<file path="src/rtl/frame_extrema_pkg.sv">
// frame_extrema_pkg: shared state encodings, default sizes and clog2 for the frame extrema tracker
package frame_extrema_pkg;
    localparam int DEF_WIDTH = 4;
    localparam int DEF_FRAME_LEN = 8;
    typedef enum logic [1:0] {FIRST = 2'd0, ACCUM = 2'd1, RESULT = 2'd2} state_t;
    function automatic int clog2(input int v);
        int r;
        r = 0;
        for (int i = 0; i < 31; i++) if ((1 << i) < v) r = i + 1;
        return r;
    endfunction
endpackage

</file>
<file path="src/rtl/frame_extrema_tracker_mag_compare.sv">
// mag_compare: unsigned magnitude comparator with one-hot gt/lt/eq
module mag_compare #(
    parameter int WIDTH = 4
) (
    input  logic [WIDTH-1:0] a,
    input  logic [WIDTH-1:0] b,
    output logic             gt,
    output logic             lt,
    output logic             eq
);
    assign gt = a > b;
    assign lt = a < b;
    assign eq = a == b;
endmodule

</file>
<file path="src/rtl/frame_extrema_tracker.sv">
// frame_extrema_tracker: per-frame max/min and rise/fall/flat step counts over a valid/ready sample stream
module frame_extrema_tracker
    import frame_extrema_pkg::*;
#(
    parameter int WIDTH = DEF_WIDTH,
    parameter int FRAME_LEN = DEF_FRAME_LEN,
    parameter int CW = (clog2(FRAME_LEN) < 1) ? 1 : clog2(FRAME_LEN)
) (
    input  logic             clk,
    input  logic             rst,
    input  logic             in_valid,
    output logic             in_ready,
    input  logic [WIDTH-1:0] in_data,
    output logic             out_valid,
    input  logic             out_ready,
    output logic [WIDTH-1:0] out_max,
    output logic [WIDTH-1:0] out_min,
    output logic [CW-1:0]    out_rise,
    output logic [CW-1:0]    out_fall,
    output logic [CW-1:0]    out_flat
);
    state_t state_q, state_d;
    logic [WIDTH-1:0] max_q, max_d, min_q, min_d, prev_q, prev_d;
    logic [CW-1:0] rise_q, rise_d, fall_q, fall_d, flat_q, flat_d;
    logic [7:0] idx_q, idx_d;
    logic valid_q, valid_d;
    logic step_gt, step_lt, step_eq, max_gt, max_lt, max_eq, min_gt, min_lt, min_eq;
    logic unused_cmp;
    mag_compare #(.WIDTH(WIDTH)) u_step (.a(in_data), .b(prev_q), .gt(step_gt), .lt(step_lt), .eq(step_eq));
    mag_compare #(.WIDTH(WIDTH)) u_max  (.a(in_data), .b(max_q),  .gt(max_gt),  .lt(max_lt),  .eq(max_eq));
    mag_compare #(.WIDTH(WIDTH)) u_min  (.a(in_data), .b(min_q),  .gt(min_gt),  .lt(min_lt),  .eq(min_eq));
    assign unused_cmp = ^{max_lt, max_eq, min_gt, min_eq};
    always_comb begin
        state_d = state_q;
        max_d   = max_q;
        min_d   = min_q;
        prev_d  = prev_q;
        rise_d  = rise_q;
        fall_d  = fall_q;
        flat_d  = flat_q;
        idx_d   = idx_q;
        case (state_q)
            FIRST: if (in_valid) begin
                max_d   = in_data;
                min_d   = in_data;
                prev_d  = in_data;
                rise_d  = '0;
                fall_d  = '0;
                flat_d  = '0;
                idx_d   = 8'd1;
                state_d = (FRAME_LEN == 1) ? RESULT : ACCUM;
            end
            ACCUM: if (in_valid) begin
                rise_d  = rise_q + CW'(step_gt);
                fall_d  = fall_q + CW'(step_lt);
                flat_d  = flat_q + CW'(step_eq);
                max_d   = max_gt ? in_data : max_q;
                min_d   = min_lt ? in_data : min_q;
                prev_d  = in_data;
                idx_d   = idx_q + 8'd1;
                state_d = (idx_q == 8'(FRAME_LEN - 1)) ? RESULT : ACCUM;
            end
            RESULT: state_d = out_ready ? FIRST : RESULT;
            default: state_d = FIRST;
        endcase
        valid_d = state_d == RESULT;
    end
    always_ff @(posedge clk or posedge rst) begin
        if (rst) begin
            state_q <= FIRST;
            max_q   <= '0;
            min_q   <= '0;
            prev_q  <= '0;
            rise_q  <= '0;
            fall_q  <= '0;
            flat_q  <= '0;
            idx_q   <= '0;
            valid_q <= 1'b0;
        end else begin
            state_q <= state_d;
            max_q   <= max_d;
            min_q   <= min_d;
            prev_q  <= prev_d;
            rise_q  <= rise_d;
            fall_q  <= fall_d;
            flat_q  <= flat_d;
            idx_q   <= idx_d;
            valid_q <= valid_d;
        end
    end
    assign in_ready  = state_q != RESULT;
    assign out_valid = valid_q;
    assign out_max   = max_q;
    assign out_min   = min_q;
    assign out_rise  = rise_q;
    assign out_fall  = fall_q;
    assign out_flat  = flat_q;
endmodule

</file>
<file path="config.mk">
export PLATFORM = sky130hd
export DESIGN_NAME = frame_extrema_tracker
export DESIGN_NICKNAME = d
export VERILOG_FILES = /design/src/rtl/frame_extrema_pkg.sv /design/src/rtl/frame_extrema_tracker_mag_compare.sv /design/src/rtl/frame_extrema_tracker.sv
export SDC_FILE = /design/constraint.sdc
export NUM_CORES = 1
export LEC_CHECK = 0
export ABC_AREA = 1
export ABC_CLOCK_PERIOD_IN_PS = 2120
export CAP_MARGIN = 5
export CORE_MARGIN = 2
export CORE_UTILIZATION = 30
export DETAILED_ROUTE_END_ITERATION = 10
export DONT_BUFFER_PORTS = 1
export PLACE_DENSITY = 0.5
export SLEW_MARGIN = 20
export SYNTH_ARGS = -nofsm -noshare
export SYNTH_HDL_FRONTEND = slang
export SYNTH_HIERARCHICAL = 1
export SYNTH_SLANG_ARGS = --single-unit
</file>
<file path="constraint.sdc">
create_clock -name clk -period 2.12 [get_ports clk]
set_input_delay 0.53 -clock clk [delete_from_list [all_inputs] [get_ports clk]]
set_output_delay 0.53 -clock clk [all_outputs]
set_load 0.02 [all_outputs]
</file>
; Word-level counts from Yosys, hierarchy flattened
; Cells that the tools add are included.
; Widths: inputs -> output; s select.
[word_totals]
register_bits = 32
input_bits = 8
output_inout_bits = 19
elab_cells = 56
[op_classes]
add_sub_neg = 4
order_cmp = 4
eq_ne = 10
n_mux = 22
reduce_logical = 7
[ops]
columns = operator, n
row1 = $mux 4, 5
row2 = $pmux 3 s2, 3
row3 = $mux 8, 2
row4 = $pmux 4 s2, 2
row5 = $pmux 8 s2, 1
row6 = $mux 3, 4
row7 = $ne 2x2->1 const B, 5
row8 = $add 3x1->3, 3
row9 = $add 8x1->8 const B, 1
row10 = $eq 8x3->1 const B, 1
row11 = $gt 4x4->1, 2
row12 = $lt 4x4->1, 2
row13 = $mux 2, 4
row14 = $reduce_and 4->1, 2
row15 = $pmux 2 s3, 1
row16 = $eq 2x2->1 const B, 2
row17 = $eq 4x4->1, 1
row18 = $reduce_and 3->1, 1
row19 = $eq 2x1->1 const B, 1
row20 = $logic_not 2->1, 1
row21 = $reduce_and 2->1, 1
row22 = $reduce_bool 2->1, 1
row23 = $reduce_or 2->1, 1

; Depth between registers and ports, before layout
[logic_depth]
ltp_word = 5
mapped_depth = 12
mapped_depth_nobuf = 12

; Hierarchy
; Netlist, hierarchy kept.
[modules_own_cells]
columns = mod, n_inst, cells_each, area_each_um2, seq_area_each_um2
row1 = frame_extrema_tracker, 1, 170, 1482.7, 800.8
row2 = mag_compare, 3, 20, 115.1, 0.0

; Worst setup path before layout
; OpenSTA, ideal clock, no wires.
[synth_path]
kind = input port to flip-flop
from = input port in_data[3]
to = register fall_q[1], in the netlist out_fall[1]
setup_ns = 0.117
t_arrival_ns = 1.625
t_required_ns = 2.003
slack_ns = 0.378
stages = 9
n_path_buf = 0
path_cell_list = ha_1 > nand2_1 > inv_1 > nand2_1 > and2_1 > ha_1 > ha_1 > nand3_1 > nand2_1
[synth_between]
elab_chain_cells = 4
[synth_rtl]
columns = element, line
row1 = from (decl), frame_extrema_tracker.sv:13  ; input logic [WIDTH-1:0] in_data,
row2 = $lt 4x4->1, frame_extrema_tracker_mag_compare.sv:12  ; assign lt = a < b;
row3 = via step_lt, frame_extrema_tracker.sv:27  ; logic step_gt, step_lt, step_eq, max_gt, max_lt, max_eq, min_gt, min_lt, min_eq;
row4 = $add 3x1->3, frame_extrema_tracker.sv:55  ; fall_d = fall_q + CW'(step_lt);
row5 = $mux 3, frame_extrema_tracker.sv:53  ; ACCUM: if (in_valid) begin
row6 = $pmux 3 s2, frame_extrema_tracker.sv:42  ; case (state_q)
row7 = to (signal assigned), frame_extrema_tracker.sv:85  ; fall_q <= fall_d;
row8 = to (decl), frame_extrema_tracker.sv:24  ; logic [CW-1:0] rise_q, rise_d, fall_q, fall_d, flat_q, flat_d;
; The timed path passes the listed nets, and every way through them passes these cells. The select of a mux whose other input is x is not followed.
; A chain may end at the register's enable or synchronous reset.

; Worst setup path in the final report
[layout_path]
from = register prev_q[3]
to = register rise_q[2], in the netlist out_rise[2]
[layout_between]
elab_chain_cells = 4
[layout_rtl]
columns = element, line
row1 = from (decl), frame_extrema_tracker.sv:23  ; logic [WIDTH-1:0] max_q, max_d, min_q, min_d, prev_q, prev_d;
row2 = from (signal assigned), frame_extrema_tracker.sv:83  ; prev_q <= prev_d;
row3 = $gt 4x4->1, frame_extrema_tracker_mag_compare.sv:11  ; assign gt = a > b;
row4 = via step_gt, frame_extrema_tracker.sv:27
row5 = $add 3x1->3, frame_extrema_tracker.sv:54  ; rise_d = rise_q + CW'(step_gt);
row6 = $mux 3, frame_extrema_tracker.sv:53
row7 = $pmux 3 s2, frame_extrema_tracker.sv:42
row8 = to (signal assigned), frame_extrema_tracker.sv:84  ; rise_q <= rise_d;
row9 = to (decl), frame_extrema_tracker.sv:24
; The timed path passes the listed nets, and every way through them passes these cells. The select of a mux whose other input is x is not followed.

==> out/results.txt <==
mapped cell area -> 1810 sq um
CP max stage cell -> dfrtp_1
buffer and inverter count on the worst path -> 1
H-tree levels -> 2
die area -> 6670 sq um
post-route cell area -> 2000 sq um
Multi-input gate area -> 823 sq um
DIE HEIGHT -> 81.7 microns
CP arrival -> 1870 ps
ant diodes -> 0
Setup WS post-layout -> 460 ps
WL/cell -> 12.2 microns
hpwl dp -> 2830 microns
crit path cell chain -> inv_1 -> ha_1 -> a21oi_1 -> a21oi_1 -> ha_1 -> ha_1 -> nand3_1 -> nand2_1 -> a21oi_1
gpl congestion -> 0.738
final hold vios -> 0
Slew HR -> 71.2%
type of the worst min-delay path -> input pin to asynchronous set/reset pin
Initial Utilization -> 30.7%
Max Cap Viol -> 0
Sequential Area -> 801 sq um
Global Route Usage Sum -> 12.7%
TNS Setup -> 0 ps
CTS root buffer -> clkbuf_8
Worst Path Required -> 2330 ps
Max FO, Critical Path -> 2
largest net degree at the start of global routing -> 33
post-cts hold buffer count -> 0
CP startpoint kind -> flop
DR iter-0 viols -> 37
worst-margin pin slew -> 431 ps
row cnt -> 28
Placeable Area -> 5890 sq um
Leak -> 1.10 nW
Setup crit end kind -> flop
Worst VDD drop -> 0.363 mV
vias after detailed routing -> 1,373
grt ovf -> 0
pre-CTS WS -> 281 ps
RSZ-0062 raised after global routing -> no
DRC Markers -> 0
1st-pass router iterations -> 4
Post-CTS Setup Repair Bufs -> 0
initial antenna violation count -> 0
CP Depth -> 9
Routed Antenna Nets -> 0
area grow syn2layout -> 10.4%
Final Non-Filler Cells -> 310
clk sinks -> 32
Post-Syn Instances -> 226
yosys warns -> 6
Post-DP Area -> 1910 sq um
placed cells -> 302
CP top delay family -> adder cells
fin. max-slew vios -> 0
IO Count -> 27
crit path kind -> flop to flop
Routed Wire Length -> 3780 microns
first-pass GRT wire length -> 6240 microns
Pwr Density -> 1210 nW/um^2
final worst path period share -> 78.3%
Final nets -> 261
mean post-synth cell area -> 8.01 sq um
max incr delay on CP -> 340 ps
Worst-Skew Late Latency -> 290 ps
Peak Freq -> 0.602 GHz
final number of setup-violating endpoints -> 0
Fillers -> 632
number of global-route vias before repair -> 1,317
Net Count, Synth -> 253
CTS Buf Count -> 5
Max Root-Sink Buffers -> 2
die width -> 81.7 microns
via/cell ratio -> 4.43
worst r2r path cells -> 9
CTS tree -> yes
Resized Gates After CTS -> 0
clock transition at the registers of the reported paths -> 70 ps
share of cells above drive strength 1 -> 8.09%
clock skew -> 1.35 ps
I/O Buffers -> 0
status -> finished clean
crit path time final -> 1660 ps
-- final timing paths --
path	start	endpoint	slack, ps
setup / recovery	prev_q[3]	out_rise[2]	460
hold / removal	rst	out_rise[0]	220
setup reg to reg	prev_q[3]	out_rise[2]	460
hold reg to reg	prev_q[2]	prev_q[2]	490
max in group asynchronous	rst	out_flat[2]	1590
min in group clk	out_ready	state_q[1]	350
-- through the flow --
step                hold slack (ps)  utilization, %  power (mW)
detailed placement              482            32.4        1.95
floorplan                       453               -        1.73
global route                    265            33.9        2.66
CTS                             241            33.9        2.47
global placement                474            32.4        1.93
finish                          221            33.9        2.42
-- placed cells by master, fill, tap and decap left out --
cell	count
nand2_2	1
xnor2_1	1
nor2_2	2
nor2_1	8
buf_4	4
nand2_1	67
ha_1	19
nand3b_1	1
dfrtp_1	32
clkbuf_8	6
nand3_1	14
nor2_4	2
nor3_1	3
o21ai_0	14
a21oi_1	11
clkinv_2	2
inv_2	2
inv_1	40
nand4_1	1
a211oi_1	1
o21ai_1	2
and2_1	2
-- flip-flops by register name, summed over array words and instances (netlist names) --
name       count
idx_q          8
out_valid      1
out_fall       3
out_min        4
out_max        4
out_flat       3
prev_q         4
out_rise       3
state_q        2
-- cell type report --
class | count | area share (%)
clock buffer | 6 | 4.13
clock inverter | 2 | 0.501
inverter | 42 | 7.89
multi-input combinational | 149 | 41.2
sequential | 32 | 40.1
tap | 75 | 4.70
timing repair buffer | 4 | 1.50
-- power by group --
part / switching (mW) / leakage (nW) / internal (mW)
Clock: 0.244 / 0.0510 / 0.259
Sequential: 0.380 / 0.405 / 0.820
Combinational: 0.418 / 0.640 / 0.300
Total: 1.04 / 1.10 / 1.38
-- per-layer routing --
layer	up-vias	track usage, %	part of all wire [%]
met2	25	19.9	44
met4	0	5.00	0.85
li1	719	-	-
met3	2	5.71	6.9
met1	627	15.2	48
met5	-	0	0
-- worst register-to-register path, delay by kind of cell, from the launching register on --
kind | cells | cell delay, ps
AOI/OAI and AO/OA | 3 | 410
adders and majority gates | 3 | 660
DFF | 1 | 340
and+or+nand+nor | 2 | 130
buffers and inverters | 1 | 50
No activity file was read; power rests on OpenSTA's default activity.
